`config.mk`:
```
export PLATFORM = sky130hd
export DESIGN_NAME = food_placer_flat
export DESIGN_NICKNAME = d
export VERILOG_FILES = /design/src/rtl/food_placer_if.sv /design/src/rtl/food_placer.sv /design/src/flat_wrapper.sv
export SDC_FILE = /design/constraint.sdc
export NUM_CORES = 1
export LEC_CHECK = 0
export CAP_MARGIN = 5
export CORE_MARGIN = 2
export CORE_UTILIZATION = 56
export CTS_CLUSTER_DIAMETER = 80
export DETAILED_ROUTE_END_ITERATION = 7
export PLACE_DENSITY_LB_ADDON = 0.25
export SLEW_MARGIN = 10
export SYNTH_ARGS = -nofsm -noshare
export SYNTH_HDL_FRONTEND = slang
export SYNTH_SLANG_ARGS = --single-unit
```
`constraint.sdc`:
```
create_clock -name clka -period 6.3 [get_ports clka]
set_clock_uncertainty 0.1 [all_clocks]
set_input_delay 1.26 -clock clka [delete_from_list [all_inputs] [get_ports clka]]
set_output_delay 1.26 -clock clka [all_outputs]
set_load 0.01 [all_outputs]
```
`src/rtl/food_placer_if.sv`:
```
// Bundles the food_placer signals: game-FSM request/status, prng handshake,
// and occupancy lookup. The placer takes the slave modport.
interface food_placer_if #(
  parameter int unsigned POS_W = 6
) ();
  logic             place_req;
  logic             busy;
  logic             done;
  logic             full;
  logic [POS_W-1:0] food_pos;
  logic             rand_req;
  logic [POS_W-1:0] rand_num;
  logic [POS_W-1:0] occ_addr;
  logic             occ_hit;

  modport slave (
    input  place_req, rand_num, occ_hit,
    output busy, done, full, food_pos, rand_req, occ_addr
  );

  modport master (
    output place_req, rand_num, occ_hit,
    input  busy, done, full, food_pos, rand_req, occ_addr
  );
endinterface

```
`src/rtl/food_placer.sv`:
```
// Picks a free board cell for food: random candidates from the prng with retry,
// then a wrapping linear scan, reporting board-full when every cell is taken.
module food_placer #(
  parameter int unsigned POS_W     = 6,
  parameter int unsigned MAX_TRIES = 8
) (
  input  logic        clka,
  input  logic        restart_n,
  food_placer_if.slave bus
);

  typedef enum logic [2:0] {
    IDLE,
    REQ,
    WAIT,
    CHECK,
    SCAN,
    DONE,
    FULL
  } state_e;

  localparam logic [POS_W-1:0] ONE       = {{(POS_W-1){1'b0}}, 1'b1};
  // Last scan count before FULL: 2**POS_W-1 occupied scan cells.
  localparam logic [POS_W-1:0] SCAN_LAST = {{(POS_W-1){1'b1}}, 1'b0};
  localparam logic [7:0]       TRY_LAST  = 8'(MAX_TRIES - 1);

  state_e           state_q, state_d;
  logic [7:0]       try_q, try_d;
  logic [POS_W-1:0] scan_ptr_q, scan_ptr_d;
  logic [POS_W-1:0] scan_cnt_q, scan_cnt_d;
  logic [POS_W-1:0] food_q, food_d;
  logic             full_q, full_d;
  logic             busy_q;
  logic             rand_req_c;
  logic             done_c;
  logic [POS_W-1:0] occ_addr_c;

  always_ff @(posedge clka or negedge restart_n) begin
    if (!restart_n) begin
      state_q    <= IDLE;
      try_q      <= '0;
      scan_ptr_q <= '0;
      scan_cnt_q <= '0;
      food_q     <= '0;
      full_q     <= 1'b0;
      busy_q     <= 1'b0;
    end else begin
      state_q    <= state_d;
      try_q      <= try_d;
      scan_ptr_q <= scan_ptr_d;
      scan_cnt_q <= scan_cnt_d;
      food_q     <= food_d;
      full_q     <= full_d;
      busy_q     <= (state_d != IDLE);
    end
  end

  always_comb begin
    state_d    = state_q;
    try_d      = try_q;
    scan_ptr_d = scan_ptr_q;
    scan_cnt_d = scan_cnt_q;
    food_d     = food_q;
    full_d     = full_q;
    rand_req_c = 1'b0;
    done_c     = 1'b0;
    occ_addr_c = '0;

    unique case (state_q)
      IDLE: begin
        if (bus.place_req) begin
          state_d    = REQ;
          full_d     = 1'b0;
          try_d      = '0;
          scan_cnt_d = '0;
        end
      end
      REQ: begin
        rand_req_c = 1'b1;
        state_d    = WAIT;
      end
      WAIT: state_d = CHECK;
      CHECK: begin
        occ_addr_c = bus.rand_num;
        if (!bus.occ_hit) begin
          food_d  = bus.rand_num;
          state_d = DONE;
        end else begin
          try_d = try_q + 8'd1;
          if (try_q == TRY_LAST) begin
            scan_ptr_d = bus.rand_num + ONE;
            state_d    = SCAN;
          end else begin
            state_d = REQ;
          end
        end
      end
      SCAN: begin
        occ_addr_c = scan_ptr_q;
        if (!bus.occ_hit) begin
          food_d  = scan_ptr_q;
          state_d = DONE;
        end else begin
          scan_ptr_d = scan_ptr_q + ONE;
          scan_cnt_d = scan_cnt_q + ONE;
          if (scan_cnt_q == SCAN_LAST) state_d = FULL;
        end
      end
      DONE: begin
        done_c  = 1'b1;
        state_d = IDLE;
      end
      FULL: begin
        done_c  = 1'b1;
        full_d  = 1'b1;
        state_d = IDLE;
      end
      default: state_d = IDLE;
    endcase
  end

  assign bus.busy     = busy_q;
  assign bus.done     = done_c;
  assign bus.full     = full_q;
  assign bus.food_pos = food_q;
  assign bus.rand_req = rand_req_c;
  assign bus.occ_addr = occ_addr_c;

endmodule

```
`src/flat_wrapper.sv`:
```
// flat-port wrapper written by rule: the top's interface ports become plain ports
module food_placer_flat 
#(
  parameter int unsigned POS_W     = 6,
  parameter int unsigned MAX_TRIES = 8
)
  (clka, restart_n, bus_place_req, bus_rand_num, bus_occ_hit, bus_busy, bus_done, bus_full, bus_food_pos, bus_rand_req, bus_occ_addr);
  food_placer_if #(.POS_W(POS_W)) bus_i ();
  input  logic clka;
  input  logic restart_n;
  input wire logic [$bits(bus_i.place_req)-1:0] bus_place_req;
  input wire logic [$bits(bus_i.rand_num)-1:0] bus_rand_num;
  input wire logic [$bits(bus_i.occ_hit)-1:0] bus_occ_hit;
  output wire logic [$bits(bus_i.busy)-1:0] bus_busy;
  output wire logic [$bits(bus_i.done)-1:0] bus_done;
  output wire logic [$bits(bus_i.full)-1:0] bus_full;
  output wire logic [$bits(bus_i.food_pos)-1:0] bus_food_pos;
  output wire logic [$bits(bus_i.rand_req)-1:0] bus_rand_req;
  output wire logic [$bits(bus_i.occ_addr)-1:0] bus_occ_addr;
  assign bus_i.place_req = bus_place_req;
  assign bus_i.rand_num = bus_rand_num;
  assign bus_i.occ_hit = bus_occ_hit;
  assign bus_busy = bus_i.busy;
  assign bus_done = bus_i.done;
  assign bus_full = bus_i.full;
  assign bus_food_pos = bus_i.food_pos;
  assign bus_rand_req = bus_i.rand_req;
  assign bus_occ_addr = bus_i.occ_addr;
  food_placer #(.POS_W(POS_W), .MAX_TRIES(MAX_TRIES)) u_core (.clka(clka), .restart_n(restart_n), .bus(bus_i));
endmodule
```
==> results of run 1 <==
## state kept, by name, indices dropped and copies added (netlist names)
signal,cells
u_core.state_q,3
u_core.bus.busy,1
u_core.scan_ptr_q,6
u_core.bus.full,1
u_core.scan_cnt_q,6
u_core.try_q,8
u_core.bus.food_pos,6
## worst paths after layout
kind,start,to,cells after the start
max reg2reg,u_core.state_q[2]$_DFF_PN0_,u_core.scan_ptr_q[4]$_DFFE_PN0P_,8
min reg2reg,u_core.try_q[1]$_DFFE_PN0P_,u_core.try_q[1]$_DFFE_PN0P_,2
max in group asynchronous,restart_n,u_core.bus.food_pos[2]$_DFFE_PN0P_,2
min in group asynchronous,restart_n,u_core.try_q[6]$_DFFE_PN0P_,2
max,u_core.state_q[2]$_DFF_PN0_,bus_occ_addr[3],4
min,u_core.try_q[1]$_DFFE_PN0P_,u_core.try_q[1]$_DFFE_PN0P_,2
## power breakdown
part / internal, uW / total (uW) / switching (uW)
sequential: 259 / 333 / 74.7
clock: 65.6 / 136 / 70.5
combinational: 163 / 333 / 171
total: 487 / 803 / 316
## critical path, stage by stage, from the launching register on
cell and delay (ns):
dfrtp_1 0.61, nor3b_2 0.83, nand2_1 0.25, nand2_1 0.12, clkdlybuf4s50_1 0.56
## metrics by stage
stage | std cells | setup WS (ns) | hold slack [ns]
after floorplan | 198 | 3.365 | 0.3761
after global placement | 259 | 2.338 | 0.3951
after detailed placement | 259 | 2.292 | 0.4096
after CTS | 267 | 2.278 | 0.4298
after global routing | 267 | 2.020 | 0.4500
final | 267 | 2.221 | 0.4263
## kinds of logic (layout without fill, tap and decap cells)
group / count (synthesis) / after routing / share of synthesized area
multiplexers: 4 / 4 / 0.02416
adder cells (fa/ha/maj): 4 / 4 / 0.02843
flip-flops: 31 / 31 / 0.4407
AO/OA/AOI/OAI: 47 / 47 / 0.1763
AND/OR/NAND/NOR: 89 / 89 / 0.2495
XOR/XNOR: 9 / 9 / 0.04477
buffers and inverters: 14 / 39 / 0.03624
## layout by cell type (no fill, tap or decap), types with 2 or more instances in the layout
| master | n |
|---|---|
| mux2_2 | 2 |
| xor2_1 | 5 |
| clkdlybuf4s50_1 | 25 |
| o22ai_1 | 3 |
| a2111oi_0 | 2 |
| xnor2_1 | 4 |
| clkbuf_8 | 2 |
| inv_1 | 5 |
| dfrtp_1 | 31 |
| nand4_1 | 5 |
| ha_1 | 4 |
| nor3_1 | 5 |
| and3_1 | 2 |
| o31ai_1 | 3 |
| o21a_1 | 2 |
| a31oi_1 | 9 |
| clkbuf_4 | 5 |
| or4_1 | 2 |
| a21oi_1 | 11 |
| nand2_1 | 34 |
| or3_1 | 2 |
| nand3_1 | 7 |
| o21ai_0 | 11 |
| mux2i_1 | 2 |
| nor2_1 | 19 |
## area by class of cell
class                           instances  share of cell area
Clock buffer                            8             0.03282
Inverter                                5            0.008950
Multi-Input combinational cell        153              0.4391
Sequential cell                        31              0.3699
Tap cell                               44             0.02625
Timing Repair Buffer                   26              0.1229
## layer usage
layer | up-vias | track usage | part of all wire
met5 | - | 0 | 0
met4 | 0 | 0.07937 | 0.012
met3 | 7 | 0.07576 | 0.055
met2 | 56 | 0.4130 | 0.49
met1 | 752 | 0.3411 | 0.44
li1 | 762 | - | -
==> results.cfg, run 1 <==
[detailed_routing]
wl_mm = 4.207
drtIter0Drc = 116
wl_per_cell_um = 15.76
first_pass_iters = 4
route.detailed.drc = 0
num_vias = 1577
vias_per_cell = 5.906
drtAntennaViolNets = 0

[outcome]
status = finished, final reports clean

[sta]
post-route-period-util = 0.6474
setup_tns_ns = 0
finalHoldViolations = 0
fmax_ghz = 0.2452
maxSlewViolCount = 0
max_slew.worst_pin.slew_ns = 0.9221
min_period_ns = 4.079
slew_headroom = 0.3839
rsz0062_at_grt = no
setup-violations-final = 0

[global_route]
grt_pass1_vias = 1432
grt_max_degree = 32
gr-usage-all-layers = 0.2598
grt_pass1_wl_mm = 6.879
antenna_found_initial = 0
overflow = 0

[yosys]
synth_flop_cell = dfrtp_1
synth_top_area_cell = dfrtp_1
synthesis.nets = 212
synth_area_leaders = dfrtp_1 (44%), nand2_1 (7.2%), nor2_1 (4.1%), a31oi_1 (3.2%), a21oi_1 (3.1%)
synth_edf_count = 0
synthCells = 198
syn_avg_cell_area_um2 = 8.891
ys_warn_count = 0
synth-seq-area-share = 0.4407
synth_most_common_cell = nand2_1
synth_common_cells = nand2_1 (34), dfrtp_1 (31), nor2_1 (19)
synth-async-reset-ratio = 1.000
synth_cell_types = 45
synth_top_area_frac = 0.4407
synth_seq_cells = 31
netlist_area_um2 = 1760

[floorplan]
initial_utilization = 0.5814
die_area_um2 = 3608
rows = 20
die_x_um = 60.07
ios = 26
core_area_um2 = 3028
die_h_um = 60.07

[cells_and_area]
nNetsFinal = 236
fin_area_um2 = 2097
fin_util = 0.6926
seq_area_um2 = 775.7
n_antenna_cell = 0
syn_to_final_growth_pct = 19.12
multi_input_area_um2 = 920.9
drive_gt1_frac = 0.07175
num-fill-cells = 253

[critical_path]
start_kind = register
end_kind = output port
arrival_ns = 2.72
critPathRequiredTime_ns = 4.94
worst-path-max-fanout = 17
path_class = reg2out
r2r_slack_ns = 3.34

[cts]
path_clk_slew_ns = 0.10
cts_buffer_depth = 2
clock_latency_ns = 0.35
cts_sinks = 31
htreeDepth = 2
cts_tree = built
cts-buffers-inserted = 5
cts_root_buf = clkbuf_4
cts_resized = 0
cts_setup_buffers = 0
postCtsHoldBufs = 0

[placed_design]
dp_hpwl_mm = 2.995
place_area_um2 = 2028
gp_congestion = 0.9872
portBuffers = 25

[pwr]
p_total_uw = 802.6
power_density_nw_per_um2 = 382.7
leakagePower_uw = 0.0008753
worst_ir_drop_vdd_v = 0.0002126

[hold_path]
hold_class = reg2reg

[run]
drv_cap = 0
(Power assumes the default switching activity.)
==> run 2: changes to the inputs <==
--- a/config.mk
+++ b/config.mk
@@ -7,7 +7,7 @@
 export LEC_CHECK = 0
 export CAP_MARGIN = 5
 export CORE_MARGIN = 2
-export CORE_UTILIZATION = 56
+export CORE_UTILIZATION = 48
 export CTS_CLUSTER_DIAMETER = 80
 export DETAILED_ROUTE_END_ITERATION = 7
 export PLACE_DENSITY_LB_ADDON = 0.25
==> constraint.sdc (replaced) <==
create_clock -name clka -period 3.7 [get_ports clka]
set_clock_uncertainty 0.1 [all_clocks]
set_input_delay 0.74 -clock clka [delete_from_list [all_inputs] [get_ports clka]]
set_output_delay 0.74 -clock clka [all_outputs]
set_load 0.01 [all_outputs]
==> results.cfg, run 2 (synthesized netlist as in run 1, its figures left out) <==
[global_route]
grt_max_degree = 32
antenna_found_initial = 0
grt_pass1_vias = 1440
gr-usage-all-layers = 0.2053
overflow = 0
grt_pass1_wl_mm = 6.527

[sta]
post-route-period-util = 0.8036
fmax_ghz = 0.3363
setup_slack_ns = 0.7265
rsz0062_at_grt = no
setup-violations-final = 0
finalHoldViolations = 0
max_slew.worst_pin.slew_ns = 0.7751
maxSlewViolCount = 0
whs_ns = 0.4181
min_period_ns = 2.973
setup_tns_ns = 0
slew_headroom = 0.4833

[placed_design]
dp_slack_ns = 0.7356
portBuffers = 25
gp_congestion = 0.9195
dp_hpwl_mm = 2.750

[critical_path]
arrival_ns = 2.13
path_class = in2out
end_kind = output port
worst-path-max-fanout = 6
critPathRequiredTime_ns = 2.86
start_kind = input port

[detailed_routing]
top_layer = met4
drtAntennaViolNets = 0
num_vias = 1523
wl_met2_mm = 1.734
met1_length_mm = 1.811
first_pass_iters = 4
vias_per_cell = 5.538
wl_mm = 3.786
route.detailed.drc = 0
wl_met3_um = 177
wl_per_cell_um = 13.77
drtIter0Drc = 116

[cts]
path_clk_slew_ns = 0.06
cts_resized = 0
cts_setup_buffers = 0
cts_root_buf = clkbuf_8
cts_buffer_depth = 2
htreeDepth = 2
clock_latency_ns = 0.29
postCtsHoldBufs = 0
cts_sinks = 31
cts-buffers-inserted = 5
cts_tree = built

[cells_and_area]
drive_gt1_frac = 0.08370
final_cell_mix = nand2_1 (34), dfrtp_1 (31), clkdlybuf4s50_1 (25)
syn_to_final_growth_pct = 21.82
num-fill-cells = 338
layout_commonest_cell = nand2_1
largest_register = u_core.try_q
n_antenna_cell = 0
largest_reg_flops = 8
nNetsFinal = 240

[run]
drv_cap = 0

[floorplan]
die_h_um = 64.56
core_area_um2 = 3606
rows = 22
initial_utilization = 0.4882
die_x_um = 64.56
die_area_um2 = 4168
ios = 26

[pwr]
p_total_uw = 1388
power_density_nw_per_um2 = 647.4
leakagePower_uw = 0.0009003
worst_ir_drop_vdd_v = 0.0002857

[hold_path]
hold_class = reg2reg

[outcome]
status = finished, final reports clean
[run 2: cell type report]
type / instances / area, um^2 / area share
timing repair buffer: 30 / 287.8 / 0.1342
sequential: 31 / 775.7 / 0.3617
clock inverter: 1 / 5.005 / 0.002334
clock buffer: 7 / 76.32 / 0.03559
multi-input combinational: 153 / 920.9 / 0.4294
tap: 48 / 60.06 / 0.02800
inverter: 5 / 18.77 / 0.008751
[run 2: routing by layer]
layer  GRT usage  up-vias
li1            -      766
met1      0.2731      719
met2      0.3138       32
met3     0.06250        6
met4     0.07979        0
met5           0        -
[run 2: worst max-delay path, cell delays in order]
cell	delay [ns]
clkdlybuf4s50_1	0.59
inv_1	0.08
o21ai_0	0.17
clkdlybuf4s50_1	0.56
[run 2: path summary, 6_finish.rpt]
check	startpoint	to	slack [ns]	cells after the start
worst max-delay path	bus_rand_num[2]	bus_occ_addr[2]	0.73	4
worst min-delay path	u_core.try_q[1]$_DFFE_PN0P_	u_core.try_q[1]$_DFFE_PN0P_	0.42	2
worst max register to register	u_core.state_q[2]$_DFF_PN0_	u_core.scan_ptr_q[4]$_DFFE_PN0P_	1.22	9
worst min register to register	u_core.try_q[1]$_DFFE_PN0P_	u_core.try_q[1]$_DFFE_PN0P_	0.42	2
max in group asynchronous	restart_n	u_core.scan_ptr_q[0]$_DFFE_PN0P_	2.48	2
min in group asynchronous	restart_n	u_core.try_q[3]$_DFFE_PN0P_	0.74	2
[run 2: where the power goes]
group | switching, uW | internal [uW] | total [uW]
registers | 122 | 441 | 563
logic | 278 | 291 | 570
clock network | 124 | 132 | 256
[run 2: metrics by stage]
stage                     area, um^2  std cells    util
after global routing            2145        275  0.5947
after detailed placement        2063        267  0.5722
after CTS                       2145        275  0.5947
after global placement          2063        267  0.5722
after floorplan                 1760        198       -
final                           2145        275  0.5947
==> run 3: changes to the inputs <==
--- a/config.mk
+++ b/config.mk
@@ -7,7 +7,7 @@
 export LEC_CHECK = 0
 export CAP_MARGIN = 5
 export CORE_MARGIN = 2
-export CORE_UTILIZATION = 48
+export CORE_UTILIZATION = 53
 export CTS_CLUSTER_DIAMETER = 80
 export DETAILED_ROUTE_END_ITERATION = 7
 export PLACE_DENSITY_LB_ADDON = 0.25
==> constraint.sdc (replaced) <==
create_clock -name clka -period 3 [get_ports clka]
set_clock_uncertainty 0.1 [all_clocks]
set_input_delay 0.6 -clock clka [delete_from_list [all_inputs] [get_ports clka]]
set_output_delay 0.6 -clock clka [all_outputs]
set_load 0.01 [all_outputs]
==> results.cfg, run 3 (synthesized netlist as in run 1, its figures left out) <==
[outcome]
status = finished, final reports clean

[floorplan]
die_x_um = 61.64
initial_utilization = 0.5673
die_area_um2 = 3799
core_area_um2 = 3103
ios = 26
rows = 20
die_h_um = 61.64

[pwr]
leakagePower_uw = 0.0009111
power_density_nw_per_um2 = 793.5
p_total_uw = 1707
worst_ir_drop_vdd_v = 0.0004714

[sta]
slew_headroom = 0.6616
min_period_ns = 2.787
post-route-period-util = 0.9291
setup_tns_ns = 0
finalHoldViolations = 0
rsz0062_at_grt = no
setup-violations-final = 0
fmax_ghz = 0.3588
maxSlewViolCount = 0
max_slew.worst_pin.slew_ns = 0.4948

[run]
drv_cap = 0

[detailed_routing]
num_vias = 1609
first_pass_iters = 4
drtAntennaViolNets = 0
drtIter0Drc = 116
wl_mm = 3.931
route.detailed.drc = 0
wl_per_cell_um = 14.35
vias_per_cell = 5.872

[placed_design]
place_area_um2 = 2081
dp_hpwl_mm = 2.896
portBuffers = 25
gp_congestion = 0.8188

[cts]
path_clk_slew_ns = 0.10
postCtsHoldBufs = 0
cts-buffers-inserted = 5
cts_setup_buffers = 0
cts_root_buf = clkbuf_4
clock_latency_ns = 0.34
cts_buffer_depth = 2
cts_tree = built
htreeDepth = 2
cts_sinks = 31
cts_resized = 0

[critical_path]
critPathTopFamily = buffers and inverters
rr_worst_depth = 4
r2r-start = u_core.state_q[1]$_DFF_PN0_
worstPathCellList = nor3b_2 > buf_4 > nand2_1 > o21ai_0 > clkdlybuf4s50_1
start_kind = register
critical_path.max_stage_delay_ns = 0.57
end_kind = output port
crit_slowest_cell = clkdlybuf4s50_1
critPathRequiredTime_ns = 2.30
arrival_ns = 2.09
path_depth = 5
worst-path-max-fanout = 16
worstSetupStartpoint = u_core.state_q[1]$_DFF_PN0_
path_class = reg2out
crit_buf_inv = 2

[cells_and_area]
layout_commonest_cell = nand2_1
drive_gt1_frac = 0.1043
largest_register = u_core.try_q
syn_to_final_growth_pct = 22.17
fin_util = 0.6931
largest_reg_flops = 8
nNetsFinal = 243
n_antenna_cell = 0
seq_area_um2 = 777.0
multi_input_area_um2 = 920.9
num-fill-cells = 265
final_cell_mix = nand2_1 (34), dfrtp_1 (30), clkdlybuf4s50_1 (25)
fin_area_um2 = 2151

[global_route]
gr-usage-all-layers = 0.2357
antenna_found_initial = 0
overflow = 0
grt_pass1_wl_mm = 6.541
grt_pass1_vias = 1452
grt_max_degree = 32

[hold_path]
hold_class = reg2reg
min_from = u_core.scan_cnt_q[0]$_DFFE_PN0P_
hold_path_depth = 1
[run 3: worst reg2reg max path, delay by kind of cell, from the launching register on]
family	cells	cell delay (ns)
mux	1	0.38
simple gates	2	0.63
compound gates	1	0.54
flops	1	0.60
[run 3: report_power, final]
| group | total [uW] | switching (uW) | leakage (uW) | internal (uW) |
|---|---|---|---|---|
| logic | 742 | 369 | 0.000478 | 373 |
| clock network | 285 | 147 | 0.0000386 | 138 |
| registers | 680 | 135 | 0.000394 | 545 |
| total | 1710 | 651 | 0.000911 | 1060 |
[run 3: cell type report]
type                    instances  area share
clock buffers                   8     0.03200
well taps                      44     0.02560
flip-flops and latches         31      0.3613
repair buffers                 33      0.1443
multi-input cells             153      0.4282
inverters                       5    0.008726
[run 3: worst paths after layout]
kind | end | slack (ns)
worst min register to register | u_core.scan_cnt_q[0]$_DFFE_PN0P_ | 0.42
worst max register to register | u_core.scan_ptr_q[1]$_DFFE_PN0P_ | 0.65
min in group asynchronous | u_core.try_q[3]$_DFFE_PN0P_ | 0.55
worst min-delay path | u_core.scan_cnt_q[0]$_DFFE_PN0P_ | 0.42
worst max-delay path | bus_occ_addr[2] | 0.21
max in group asynchronous | u_core.state_q[0]$_DFF_PN0_ | 1.95
[run 3: through the flow]
step	hold slack [ns]	instances	setup WS [ns]
CTS	0.4289	274	0.1528
global route	0.4669	274	0.07807
global placement	0.3955	266	0.3239
floorplan	0.2044	198	0.7181
detailed placement	0.4133	266	0.2659
finish	0.4199	274	0.2128
[run 3: layer usage]
| layer | global-route usage | wire length [um] | up-vias |
|---|---|---|---|
| met1 | 0.3139 | 1742 | 778 |
| met2 | 0.3850 | 1930 | 48 |
| met4 | 0.09119 | 74 | 0 |
| li1 | - | - | 774 |
| met3 | 0.03782 | 184 | 9 |
| met5 | 0 | 0 | - |
